`src/rtl/fir_package.sv`:
```
// Shared control/flag bundles for the FIR requantizer stage.
package fir_package;

    localparam int unsigned FirShiftWidth = 5;
    localparam int unsigned FirCntWidth   = 16;

    typedef struct packed {
        logic                     start;
        logic [FirShiftWidth-1:0] shift;
        logic [FirCntWidth-1:0]   len;
    } fir_requant_ctrl_t;

    typedef struct packed {
        logic                   done;
        logic [FirCntWidth-1:0] sat_cnt;
    } fir_requant_flags_t;

endpackage

```
`src/rtl/fir_requant_fifo.sv`:
```
// Two-entry output buffer; entry 0 is always the head presented downstream.
module fir_requant_fifo #(
    parameter int unsigned WIDTH = 16
) (
    input  logic             clk_i,
    input  logic             rst_i,
    input  logic             clear_i,
    input  logic [WIDTH-1:0] in_data_i,
    input  logic             in_valid_i,
    output logic [WIDTH-1:0] out_data_o,
    output logic             out_valid_o,
    input  logic             out_ready_i,
    output logic [1:0]       level_o
);

    logic [WIDTH-1:0] mem0_q, mem0_d, mem1_q, mem1_d;
    logic [1:0]       level_q, level_d;
    logic             push, pop, wr_head;

    assign out_valid_o = (level_q != 2'd0);
    assign out_data_o  = mem0_q;
    assign level_o     = level_q;
    assign push        = in_valid_i && (level_q != 2'd2);
    assign pop         = out_valid_o && out_ready_i;
    // New data lands in the head slot if the head is empty after this cycle's pop.
    assign wr_head     = (level_q == 2'd0) || ((level_q == 2'd1) && pop);

    always_comb begin
        mem0_d  = mem0_q;
        mem1_d  = mem1_q;
        level_d = level_q;
        if (clear_i) begin
            mem0_d  = '0;
            mem1_d  = '0;
            level_d = 2'd0;
        end else begin
            if (pop) begin
                mem0_d = mem1_q;
            end
            if (push) begin
                if (wr_head) begin
                    mem0_d = in_data_i;
                end else begin
                    mem1_d = in_data_i;
                end
            end
            level_d = level_q + {1'b0, push} - {1'b0, pop};
        end
    end

    always_ff @(posedge clk_i or posedge rst_i) begin
        if (rst_i) begin
            mem0_q  <= '0;
            mem1_q  <= '0;
            level_q <= 2'd0;
        end else begin
            mem0_q  <= mem0_d;
            mem1_q  <= mem1_d;
            level_q <= level_d;
        end
    end

endmodule

```
`src/rtl/fir_requant.sv`:
```
// Requantizes FIR accumulator samples (round-half-up, shift, saturate) for one job of len samples.
module fir_requant
    import fir_package::*;
#(
    parameter int unsigned IN_WIDTH  = 40,
    parameter int unsigned OUT_WIDTH = 16,
    parameter int unsigned CNT_WIDTH = 16
) (
    input  logic                 clk_i,
    input  logic                 rst_i,
    input  logic                 clear_i,
    input  logic                 start_i,
    input  logic [4:0]           shift_i,
    input  logic [CNT_WIDTH-1:0] len_i,
    input  logic [IN_WIDTH-1:0]  in_data_i,
    input  logic                 in_valid_i,
    output logic                 in_ready_o,
    output logic [OUT_WIDTH-1:0] out_data_o,
    output logic                 out_valid_o,
    input  logic                 out_ready_i,
    output logic                 done_o,
    output logic [CNT_WIDTH-1:0] sat_cnt_o
);

    typedef enum logic [1:0] {StIdle, StRun, StDone} state_e;

    localparam logic signed [IN_WIDTH:0] SatMax =
        {{(IN_WIDTH - OUT_WIDTH + 2){1'b0}}, {(OUT_WIDTH - 1){1'b1}}};
    localparam logic signed [IN_WIDTH:0] SatMin =
        {{(IN_WIDTH - OUT_WIDTH + 2){1'b1}}, {(OUT_WIDTH - 1){1'b0}}};

    state_e                 state_q, state_d;
    logic [4:0]             shift_q, shift_d;
    logic [CNT_WIDTH-1:0]   len_q, len_d;
    logic [CNT_WIDTH-1:0]   in_cnt_q, in_cnt_d;
    logic [CNT_WIDTH-1:0]   out_cnt_q, out_cnt_d;
    logic [CNT_WIDTH-1:0]   sat_cnt_q, sat_cnt_d;

    fir_requant_ctrl_t      ctrl;
    fir_requant_flags_t     flags;

    logic                   in_gate, in_fire, out_fire, sat;
    logic [1:0]             fifo_level;
    logic signed [IN_WIDTH:0] ext, rnd, sum, shifted;
    logic [OUT_WIDTH-1:0]   req_data;

    assign ctrl = '{start: start_i, shift: shift_i, len: FirCntWidth'(len_i)};

    // Extra MSB keeps the rounding add from overflowing.
    always_comb begin
        ext = {in_data_i[IN_WIDTH-1], in_data_i};
        rnd = '0;
        if (shift_q != 5'd0) begin
            rnd = (IN_WIDTH + 1)'(1) << (shift_q - 5'd1);
        end
        sum     = ext + rnd;
        shifted = sum >>> shift_q;
        sat     = 1'b0;
        if (shifted > SatMax) begin
            req_data = SatMax[OUT_WIDTH-1:0];
            sat      = 1'b1;
        end else if (shifted < SatMin) begin
            req_data = SatMin[OUT_WIDTH-1:0];
            sat      = 1'b1;
        end else begin
            req_data = shifted[OUT_WIDTH-1:0];
        end
    end

    assign in_gate    = (state_q == StRun) && (in_cnt_q < len_q);
    assign in_ready_o = in_gate && (fifo_level != 2'd2);
    assign in_fire    = in_valid_i && in_ready_o;
    assign out_fire   = out_valid_o && out_ready_i;

    fir_requant_fifo #(
        .WIDTH (OUT_WIDTH)
    ) u_fifo (
        .clk_i       (clk_i),
        .rst_i       (rst_i),
        .clear_i     (clear_i),
        .in_data_i   (req_data),
        .in_valid_i  (in_fire),
        .out_data_o  (out_data_o),
        .out_valid_o (out_valid_o),
        .out_ready_i (out_ready_i),
        .level_o     (fifo_level)
    );

    always_comb begin
        state_d   = state_q;
        shift_d   = shift_q;
        len_d     = len_q;
        in_cnt_d  = in_cnt_q;
        out_cnt_d = out_cnt_q;
        sat_cnt_d = sat_cnt_q;
        if (clear_i) begin
            state_d   = StIdle;
            in_cnt_d  = '0;
            out_cnt_d = '0;
            sat_cnt_d = '0;
        end else begin
            unique case (state_q)
                StIdle: begin
                    if (ctrl.start) begin
                        shift_d   = ctrl.shift;
                        len_d     = CNT_WIDTH'(ctrl.len);
                        in_cnt_d  = '0;
                        out_cnt_d = '0;
                        sat_cnt_d = '0;
                        state_d   = (ctrl.len == '0) ? StDone : StRun;
                    end
                end
                StRun: begin
                    if (in_fire) begin
                        in_cnt_d = in_cnt_q + 1'b1;
                        if (sat && (sat_cnt_q != '1)) begin
                            sat_cnt_d = sat_cnt_q + 1'b1;
                        end
                    end
                    if (out_fire) begin
                        out_cnt_d = out_cnt_q + 1'b1;
                        if (out_cnt_d == len_q) begin
                            state_d = StDone;
                        end
                    end
                end
                StDone: state_d = StIdle;
                default: state_d = StIdle;
            endcase
        end
    end

    always_ff @(posedge clk_i or posedge rst_i) begin
        if (rst_i) begin
            state_q   <= StIdle;
            shift_q   <= '0;
            len_q     <= '0;
            in_cnt_q  <= '0;
            out_cnt_q <= '0;
            sat_cnt_q <= '0;
        end else begin
            state_q   <= state_d;
            shift_q   <= shift_d;
            len_q     <= len_d;
            in_cnt_q  <= in_cnt_d;
            out_cnt_q <= out_cnt_d;
            sat_cnt_q <= sat_cnt_d;
        end
    end

    assign flags     = '{done: (state_q == StDone), sat_cnt: FirCntWidth'(sat_cnt_q)};
    assign done_o    = flags.done;
    assign sat_cnt_o = CNT_WIDTH'(flags.sat_cnt);

endmodule

```
`config.mk`:
```
export PLATFORM = sky130hd
export DESIGN_NAME = fir_requant
export DESIGN_NICKNAME = d
export VERILOG_FILES = /design/src/rtl/fir_package.sv /design/src/rtl/fir_requant_fifo.sv /design/src/rtl/fir_requant.sv
export SDC_FILE = /design/constraint.sdc
export NUM_CORES = 1
export LEC_CHECK = 0
export CAP_MARGIN = 20
export CORE_MARGIN = 8
export CORE_UTILIZATION = 50
export DETAILED_ROUTE_END_ITERATION = 8
export GPL_TIMING_DRIVEN = 1
export PLACE_DENSITY = 0.73
export RECOVER_POWER = 100
export SLEW_MARGIN = 5
export SYNTH_ARGS = -nofsm -noshare
export SYNTH_HDL_FRONTEND = slang
export SYNTH_SLANG_ARGS = --single-unit
```
`constraint.sdc`:
```
create_clock -name clk_i -period 6.6 [get_ports clk_i]
set_input_delay 1.32 -clock clk_i [delete_from_list [all_inputs] [get_ports clk_i]]
set_output_delay 1.32 -clock clk_i [all_outputs]
set_load 0.01 [all_outputs]
```
After elaboration in Yosys (flattened, before gate mapping) --
Cells that the tools add are included.
Operators by class: add/subtract/negate cells 7, $lt $le $gt $ge 3, equal/unequal tests 12, shifts and indexed selects 2, multiplexer cells 30, bitwise gates (word level) 1, reduce and logical (&&, ||, !) cells 21
Operators by type and width (count):
- 16-bit 2-to-1 mux | 17
- 16-bit one-hot mux with 2 select lines | 3
- 16-bit by 1-bit adder with 16-bit output, second input constant | 3
- 40-bit by 41-bit adder with 41-bit output | 1
- 41-bit by 16-bit > comparator with 1-bit output, second input constant | 1
- 41-bit by 16-bit < comparator with 1-bit output, second input constant | 1
- 41-bit 2-to-1 mux | 1
- 1-bit by 5-bit << shifter with 41-bit output, first input constant | 1
- 41-bit by 5-bit >>> shifter with 41-bit output | 1
- 16-bit == test | 1
- 16-bit zero test | 1
- 16-bit < comparator | 1
- 16-bit != test, second input constant | 1
- 2-bit 2-to-1 mux | 6
- 3-bit by 2-bit != test with 1-bit output, second input constant | 4
- 3-bit AND reduction | 4
- 1-bit logical AND | 7
- 5-bit nonzero test | 1
- 5-bit by 1-bit subtractor with 5-bit output, second input constant | 1
- 2-bit by 1-bit == test with 1-bit output, second input constant | 2
- 2-bit zero test | 2
- 2-bit != test, second input constant | 2
- 2-bit one-hot mux with 2 select lines | 1
- 4-bit AND reduction | 1
- 10 further kinds | 12
Storage, ports and cells: flip-flop bits (word level) 105, input port bits 67, output and inout bits 35

Longest topological paths before layout --
Gate-level depths: netlist of the first run.
word-level depth 13, mapped depth 26, mapped depth without buffers 20

Hierarchy --
Synthesis of the first run repeated with hierarchy kept, for this count alone.
Second synthesis, totals: cell total of the unflattened synthesis 1570, area total of the unflattened synthesis 12056.6 µm²
Modules (own cells, without submodules):
- fir_requant | instances 1, cells an instance 1439, area each 10461.3 µm², seq. area each 1776.7 µm²
- fir_requant_fifo | instances 1, cells an instance 131, area each 1595.3 µm², seq. area each 850.8 µm²

Worst setup path before layout of the first run --
Ideal clock, no wire load.
path kind flip-flop to flip-flop, start point register shift_q[0], end point register u_fifo.mem1_q[11], library setup time 104 ps, arrival 6296 ps, data required time 6496 ps, slack 200 ps, stages on the path, launching flop included 25, cell sequence dfrtp_1 -> clkbuf_1 -> inv_1 -> clkbuf_1 -> buf_1 -> buf_1 -> buf_1 -> nand3_1 -> fa_1 -> nor2b_1 -> o2111ai_1 -> a2111oi_2 -> or3_1 -> nor3_1 -> or2_1 -> mux4_2 -> a221oi_2 -> nand3_1 -> o41ai_2 -> nand2_1 -> nor3_2 -> buf_6 -> buf_8 -> nor2_1 -> o41ai_2
On the way: word-level cells in the longest chain between the ends 11, elaborated cells between the ends (all ways) 13, classes of those cells add/sub: 2; order compare: 2; shift: 2; mux: 6; reduce/logical: 1
RTL lines:
- from (decl) | line fir_requant.sv:33 | logic [4:0] shift_q, shift_d;
- from (signal assigned) | line fir_requant.sv:143 | shift_q <= shift_d;
- 5-bit by 1-bit subtractor with 5-bit output | line fir_requant.sv:54 | rnd = (IN_WIDTH + 1)'(1) << (shift_q - 5'd1);
- 1-bit by 5-bit << shifter with 41-bit output | line fir_requant.sv:54
- 41-bit 2-to-1 mux | line fir_requant.sv:53 | if (shift_q != 5'd0) begin
- 40-bit by 41-bit adder with 41-bit output | line fir_requant.sv:56 | sum = ext + rnd;
- 41-bit by 5-bit >>> shifter with 41-bit output * | line fir_requant.sv:57 | shifted = sum >>> shift_q;
- 41-bit by 16-bit < comparator with 1-bit output | line fir_requant.sv:62 | end else if (shifted < SatMin) begin
- 16-bit 2-to-1 mux | line fir_requant.sv:62
- 16-bit 2-to-1 mux * | line fir_requant.sv:59 | if (shifted > SatMax) begin
- 16-bit 2-to-1 mux * | line fir_requant_fifo.sv:41 | if (wr_head) begin
- 16-bit 2-to-1 mux * | line fir_requant_fifo.sv:40 | if (push) begin
- 16-bit 2-to-1 mux * | line fir_requant_fifo.sv:32 | if (clear_i) begin
- to (signal assigned) | line fir_requant_fifo.sv:58 | mem1_q <= mem1_d;
- to (decl) | line fir_requant_fifo.sv:16 | logic [WIDTH-1:0] mem0_q, mem0_d, mem1_q, mem1_d;
Every way passes the cells marked *; elsewhere a longest branch is shown, timed or not. The select of a mux whose other input is x is not followed. A chain may end at the register's enable or synchronous reset.

Worst setup path after layout of the first run --
start point input port in_data_i[0], end point register sat_cnt_q[1], in the netlist sat_cnt_o[1]
On the way: word-level cells in the longest chain between the ends 8, elaborated cells between the ends (all ways) 9, classes of those cells add/sub: 1; order compare: 2; eq/ne: 1; shift: 1; mux: 2; reduce/logical: 2
RTL lines:
- from (decl) | line fir_requant.sv:15 | input logic [IN_WIDTH-1:0] in_data_i,
- 40-bit by 41-bit adder with 41-bit output * | line fir_requant.sv:56
- 41-bit by 5-bit >>> shifter with 41-bit output * | line fir_requant.sv:57
- 41-bit by 16-bit < comparator with 1-bit output | line fir_requant.sv:62
- 1-bit 2-to-1 mux | line fir_requant.sv:62
- 1-bit 2-to-1 mux * | line fir_requant.sv:59
- 1-bit logical AND * | line fir_requant.sv:116 | if (sat && (sat_cnt_q != '1)) begin
- 3-bit by 2-bit != test with 1-bit output (no source line) *
- 4-bit AND reduction (no source line) *
- to (signal assigned) | line fir_requant.sv:147 | sat_cnt_q <= sat_cnt_d;
- to (decl) | line fir_requant.sv:37 | logic [CNT_WIDTH-1:0] sat_cnt_q, sat_cnt_d;
Every way passes the cells marked *; elsewhere a longest branch is shown, timed or not.

==> summary.md, run 1 <==
| Metric | Value |
|---|---|
| Outcome | complete, but fails checks |
| Violated checks | max-capacitance violations, max-slew violations |
| Sequential area share after synthesis | slightly above 20% |
| Synth warn | 0 |
| Layout Nets | about 2000 |
| Initial DRC Count | approximately 1700 |
| Post-route ant nets | 0 |
| Core Footprint | ~25000 µm² |
| Latest clock arrival within the worst-skew pair | around 0.35 ns |
| Max Fanout on Critical Path | 5 |
| GPL Wtd Cong | 1.05 |
| Drt pass-1 iters | 6 |
| Crit. End Element | flop |
| Crit path cell chain | clkdlybuf4s50_1, ha_1, inv_1, fa_1, nor2b_1, o2111ai_1, a21o_1, a21oi_1, nor2_1, xnor2_1, mux2i_1, mux4_2, mux4_2, nor3_1, o311ai_2, or3_1, nand3_1, mux2i_1 |
| Most common cell after layout, fill and taps aside | nand2_1 |
| Routed length per instance | between 20 and 25 µm |
| Clock Skew | 0.0199 ns |
| Post-CTS Setup Inserts | 0 |
| Die span in y | approximately 170 µm |
| Total CTS buffers | 9 |
| Vias per std cell | around 6.8 |
| Vias | 14800 |
| H-tree depth | 3 |
| Share of cells above drive strength 1 | between 10% and 20% |
| Die Wd | 175 µm |
| CTS tree | yes |
| Async SR Flop Fraction | 100% |
| Critical path type | in2reg |
| Worst relative slew slack | -114% |
| Reg clk slew, reported paths | ~0.080 ns |
| Distinct cells, synth | 100 |
| Initial antenna violation count | 0 |
| CTS Buffer Depth | 2 |
| Max-cap viol count | 3 |
| Worst vdd ir | approximately 0.17 mV |
| Startpoint Class | input pin |
| Post-detail-place hpwl | about 40000 µm |
| Dpl cell area | 14800 µm² |
| Mapped cell area | between 10000 and 15000 µm² |
| # setup viols final | 0 |
| Starting Density | approximately 50% |
| P per Cell Area | around 200 nW/µm² |
| Slew @ Worst Pin | 3.19 ns |
| I/O pins | 102 |
| Commonest register cell after synthesis | dfrtp_1 |
| Vias in the first global route | around 14000 |
| CTS sink count | 105 |
| Rows | 58 |
| Worst min-delay path class | reg2reg |
| Ant diodes | 0 |
| Synth-to-Final Area Change | 19.4% |
| Clock Tree Root | clkbuf_16 |
| Post-synth EDFFs | 0 |
| DR DRC count | 0 |
| Hold Slack | 0.520 ns |
| Minimum clock period | around 6.3 ns |
| Unrepaired setup endpoints after global routing | false |
| First-pass GRT wire length | ~79000 µm |
| Hold Fails Final Rpt | 0 |
| Arrival @ worst endpoint | between 6 and 7 ns |
| Mean Syn Cell Area | approximately 7.4 µm² |
| Leakage | between 6 and 7 nW |
| Critical Path RT | roughly 6.9 ns |
| Total track usage | 32.2% |
| Cells after Synth | between 1500 and 2000 |
| I/O Buffers | between 100 and 150 |
| Commonest cells after routing, fill and taps aside | 202 x nand2_1, 180 x nor2_1, 146 x buf_4, 121 x o21ai_0, 103 x dfrtp_1 |
| Layout Utilization | 60.3% |
| Largest net degree at the start of global routing | 74 |
| Routed WL | ~50000 µm |
| Design Area, Final | around 15000 µm² |
| Max frequency | 158 MHz |
| Crit share post-route | between 90% and 100% |
| FILL cells | ~2300 |
| Gr ovfl total | 0 |
| Critical-path top delay cell | mux4_2 |
| Final max-slew violation count | 129 |
| Max stage delay on crit path | a little over 0.5 ns |
| Yosys reg bits | roughly 110 |
| Die ar. | roughly 31000 µm² |
| Post-Syn Nets | 1829 |
| Setup TNS Final | 0 ns |
[cell families after synthesis]
| family | share of synthesized area, % |
|---|---|
| buffers and inverters | 5.53 |
| other | 0.0297 |
| adder cells (fa/ha/maj) | 5.31 |
| AND/OR/NAND/NOR | 27.3 |
| flip-flops | 20.8 |
| multiplexers | 7.13 |
| AO/OA/AOI/OAI | 29.9 |
| XOR/XNOR | 4.02 |
[cells in the mapped netlist (28+ instances only)]
cell / count / share of area, %
xnor2_1: 30 / 2.1
mux2i_1: 63 / 5.0
xor2_1: 28 / 1.9
nand3_1: 45 / 1.8
or3_1: 29 / 1.4
nand2_1: 202 / 6.0
a211oi_1: 49 / 2.9
nor3_1: 64 / 2.5
inv_1: 44 / 1.3
clkbuf_1: 81 / 2.4
and3_1: 33 / 1.6
a21o_1: 28 / 1.7
nand4_1: 43 / 2.1
a221oi_1: 29 / 2.0
nor4_1: 31 / 1.5
dfrtp_1: 105 / 21
a21oi_1: 90 / 3.6
o21ai_0: 122 / 4.8
nor2_1: 180 / 5.3
ha_1: 52 / 5.1
[critical path: cells and delay by family]
kind	cells	cell delay, ns
simple gates	5	1.25
compound gates	4	0.96
mux	4	1.46
fa+ha+maj	2	0.60
xor+xnor	1	0.45
buf+inv	2	0.53
[flip-flops by register name (all words and copies together), names as in the netlist]
name / cells
out_cnt_q: 16
in_cnt_q: 16
sat_cnt_o: 16
u_fifo.out_data_o: 16
u_fifo.mem1_q: 16
state_q: 2
len_q: 16
shift_q: 5
u_fifo.level_o: 2
[per-stage QoR]
step	power [W]	std cells	setup slack [ns]
2_1_floorplan	0.00178	1709	0.200
3_3_place_gp	0.00242	2175	0.0230
3_5_place_dp	0.00243	2175	-0.0379
4_1_cts	0.00297	2191	0.306
5_1_grt	0.00316	2192	0.0122
6_report	0.00301	2192	0.285
[where the power goes]
part	total [W]	internal, W	switching [W]
sequential	0.000749	0.000694	0.0000557
combinational	0.00173	0.000674	0.00105
clock	0.000537	0.000268	0.000269
[routing by layer]
layer  vias to the layer above  GRT usage [%]  wire length, µm
met3                       166           3.41             3390
met1                      7091           40.2            21000
met5                         -              0                0
met2                       772           54.5            24200
li1                       6775              -                -
met4                         0           15.9             2790
[cell type report]
| class | count | area [µm²] | share of cell area, % |
|---|---|---|---|
| multi-input cells | 1438 | 9370 | 62.1 |
| clock buffers | 9 | 225 | 1.49 |
| repair buffers | 258 | 2210 | 14.7 |
| well taps | 330 | 413 | 2.74 |
| flip-flops and latches | 105 | 2630 | 17.4 |
| clock inverters | 7 | 72.6 | 0.481 |
| inverters | 45 | 170 | 1.13 |
[final timing paths]
kind | start | end | slack [ns] | cells past startpoint
min in group asynchronous | rst_i | u_fifo.out_data_o[9] | 2.36 | 2
hold reg to reg | out_cnt_q[15] | out_cnt_q[15] | 0.52 | 1
max in group asynchronous | rst_i | shift_q[1] | 1.39 | 3
setup / recovery | in_data_i[0] | sat_cnt_o[1] | 0.28 | 18
hold / removal | out_cnt_q[15] | out_cnt_q[15] | 0.52 | 1
setup reg to reg | shift_q[0] | sat_cnt_o[7] | 0.31 | 24
[repair_timing]
action / in CTS / in global routing
gates resized for setup: 0 / 13
hold buffers: 0 / 0
setup endpoints to repair: 0 / 40
(Power assumes the default switching activity.)
==> inputs of run 2 (changes only) <==
--- a/config.mk
+++ b/config.mk
@@ -5,9 +5,9 @@
 export SDC_FILE = /design/constraint.sdc
 export NUM_CORES = 1
 export LEC_CHECK = 0
-export CAP_MARGIN = 20
 export CORE_MARGIN = 8
 export CORE_UTILIZATION = 50
+export CTS_CLUSTER_DIAMETER = 80
 export DETAILED_ROUTE_END_ITERATION = 8
 export GPL_TIMING_DRIVEN = 1
 export PLACE_DENSITY = 0.73
==> run 2 against run 1 <==
The run still ends with max-capacitance violations, max-slew violations left. Global-route usage unchanged. Maximum frequency is 0.55% lower. Critical endpoint is now u_fifo.out_data_o[11]. Largest power group unchanged. Core utilization hardly changed. Design area is essentially flat. Total power hardly changed. Combinational power is essentially flat. Die area unchanged. Highest routed layer unchanged. Clock-buffer cell count stayed put. Worst hold slack lost 0.0023 ns.
==> summary.md, run 2 (synthesized netlist as in run 1, its figures left out) <==
| Metric | Value |
|---|---|
| CTS tree | yes |
| Leakage | 6.49 nW (about the same) |
| Setup TNS Final | 0 ns (unchanged) |
| Hold Fails Final Rpt | 0 (unchanged) |
| CTS Buffer Depth | 2 (unchanged) |
| Post-detail-place hpwl | 40800 µm (unchanged) |
| Die Wd | 175 µm (unchanged) |
| Final max-slew violation count | 129 (unchanged) |
| Critical path type | in2reg |
| Layout Nets | 1976 (-0.051%) |
| Critical Path RT | 6.89 ns (+0.02 ns) |
| Vias per std cell | 6.78 (+0.36%) |
| Total CTS buffers | 9 (unchanged) |
| FILL cells | 2346 (-0.085%) |
| Starting Density | 50.5% (unchanged) |
| Violated checks | max-capacitance violations, max-slew violations |
| I/O Buffers | 101 (unchanged) |
| Minimum clock period | 6.35 ns (+0.0350 ns) |
| Crit. End Element | flop |
| Footprint of the multi-input gates | 9370 µm² (unchanged) |
| Synth-to-Final Area Change | 19.4% (about the same) |
| Max-cap viol count | 3 (unchanged) |
| Post_cts resized | 0 (unchanged) |
| Drt pass-1 iters | 5 (-1) |
| DR DRC count | 0 (unchanged) |
| Total power | 0.00301 W (about the same) |
| Rows | 58 (unchanged) |
| Layout Utilization | 60.3% (about the same) |
| # setup viols final | 0 (unchanged) |
| I/O pins | 102 (unchanged) |
| Share of cells above drive strength 1 | 12.6% (about the same) |
| Design Area, Final | 15100 µm² (about the same) |
| Vias | 14900 (+0.36%) |
| Most common cell after layout, fill and taps aside | nand2_1 |
| Arrival @ worst endpoint | 6.64 ns (+0.05 ns) |
| Unrepaired setup endpoints after global routing | false |
| Max frequency | 157 MHz (-0.55%) |
| Hold buffer count at CTS | 0 (unchanged) |
| Register area | 2630 µm² (unchanged) |
| Outcome | complete, but fails checks |
| Max Fanout on Critical Path | 4 (-1) |
| Largest net degree at the start of global routing | 74 (unchanged) |
| Gr ovfl total | 0 (unchanged) |
| Initial DRC Count | 1731 (+2.9%) |
| Initial antenna violation count | 0 (unchanged) |
| Latest clock arrival within the worst-skew pair | 0.35 ns (about the same) |
| Post-CTS Setup Inserts | 0 (unchanged) |
| Routed length per instance | 23.4 µm (about the same) |
| Routed WL | 51300 µm (about the same) |
| Crit share post-route | 96.2% (+0.53 points) |
| P per Cell Area | 200 nW/µm² (about the same) |
| Core Footprint | 25000 µm² (unchanged) |
| Startpoint Class | input pin |
| CTS sink count | 105 (unchanged) |
| GPL Wtd Cong | 1.05 (unchanged) |
| H-tree depth | 3 (unchanged) |
| Vias in the first global route | 14000 (unchanged) |
| Worst vdd ir | 0.171 mV (-0.43%) |
| Clock Skew | 0.0215 ns (+0.00164 ns) |
| Reg clk slew, reported paths | 0.08 ns (about the same) |
| Worst relative slew slack | -114% (+0.15 points) |
| First-pass GRT wire length | 79300 µm (unchanged) |
| Total track usage | 32.2% (unchanged) |
| Die span in y | 175 µm (unchanged) |
| Post-route ant nets | 0 (unchanged) |
| Dpl cell area | 14800 µm² (unchanged) |
| Worst min-delay path class | reg2reg |
| Commonest cells after routing, fill and taps aside | 202 x nand2_1, 180 x nor2_1, 146 x buf_4, 121 x o21ai_0, 103 x dfrtp_1 |
| Slew @ Worst Pin | 3.19 ns (-0.00223 ns) |
| Clock Tree Root | clkbuf_16 |
| Die ar. | 30600 µm² (unchanged) |
==> run 2: changes by cell type in the layout (fill, tap and decap cells not counted) <==
cell	delta
clkbuf_1	-1
diode_2	+1
==> run 2: worst max-delay path, cell delays in order <==
cell and delay [ns]:
clkdlybuf4s50_1 0.46, ha_1 0.20, inv_1 0.07, fa_1 0.40, nor2b_1 0.24, o2111ai_1 0.24
a21boi_1 0.31, a311oi_2 0.21, o21bai_1 0.20, xor2_1 0.39, mux2i_1 0.21, mux4_2 0.50
mux4_2 0.51, nor3_1 0.24, o311ai_2 0.19, nor4_1 0.43, buf_4 0.18, a2bb2oi_1 0.20
o21a_1 0.14
==> run 2: cell type report <==
cell class	instances	share of cell area [%]
multi-input combinational	1438	62.1
sequential	105	17.4
timing repair buffer	257	14.6
tap	330	2.74
clock buffer	9	1.49
inverter	45	1.13
clock inverter	7	0.481
antenna	1	0.0166
==> run 2: power breakdown <==
group          total, W  switching (W)  internal [W]
Clock          0.000539       0.000271      0.000268
Sequential     0.000749      0.0000554      0.000694
Combinational   0.00172        0.00105      0.000674
Total           0.00301        0.00138       0.00164
==> run 2: final timing paths <==
| check | to | slack [ns] | start | depth (start not counted) |
|---|---|---|---|---|
| max in group asynchronous | shift_q[1] | 1.39 | rst_i | 3 |
| worst min-delay path | out_cnt_q[15] | 0.52 | out_cnt_q[15] | 1 |
| min in group asynchronous | u_fifo.mem1_q[14] | 2.36 | rst_i | 2 |
| worst min register to register | out_cnt_q[15] | 0.52 | out_cnt_q[15] | 1 |
| worst max register to register | u_fifo.out_data_o[2] | 0.32 | shift_q[0] | 24 |
| worst max-delay path | u_fifo.out_data_o[11] | 0.25 | in_data_i[0] | 19 |
==> run 2: metal layers <==
layer,wire length (µm),share of wire [%],global-route usage (%)
met2,24200,47,54.5
met5,0,0,0
met3,3480,6.8,3.41
met1,20800,40,40.2
met4,2820,5.5,15.9
==> run 2: per-stage QoR <==
stage | hold WS [ns] | setup slack (ns) | cells
3_3_place_gp | 0.489 | 0.0230 | 2175
4_1_cts | 0.522 | 0.306 | 2191
5_1_grt | 0.542 | 0.0122 | 2191
2_1_floorplan | 0.468 | 0.200 | 1709
3_5_place_dp | 0.508 | -0.0379 | 2175
6_report | 0.518 | 0.250 | 2192
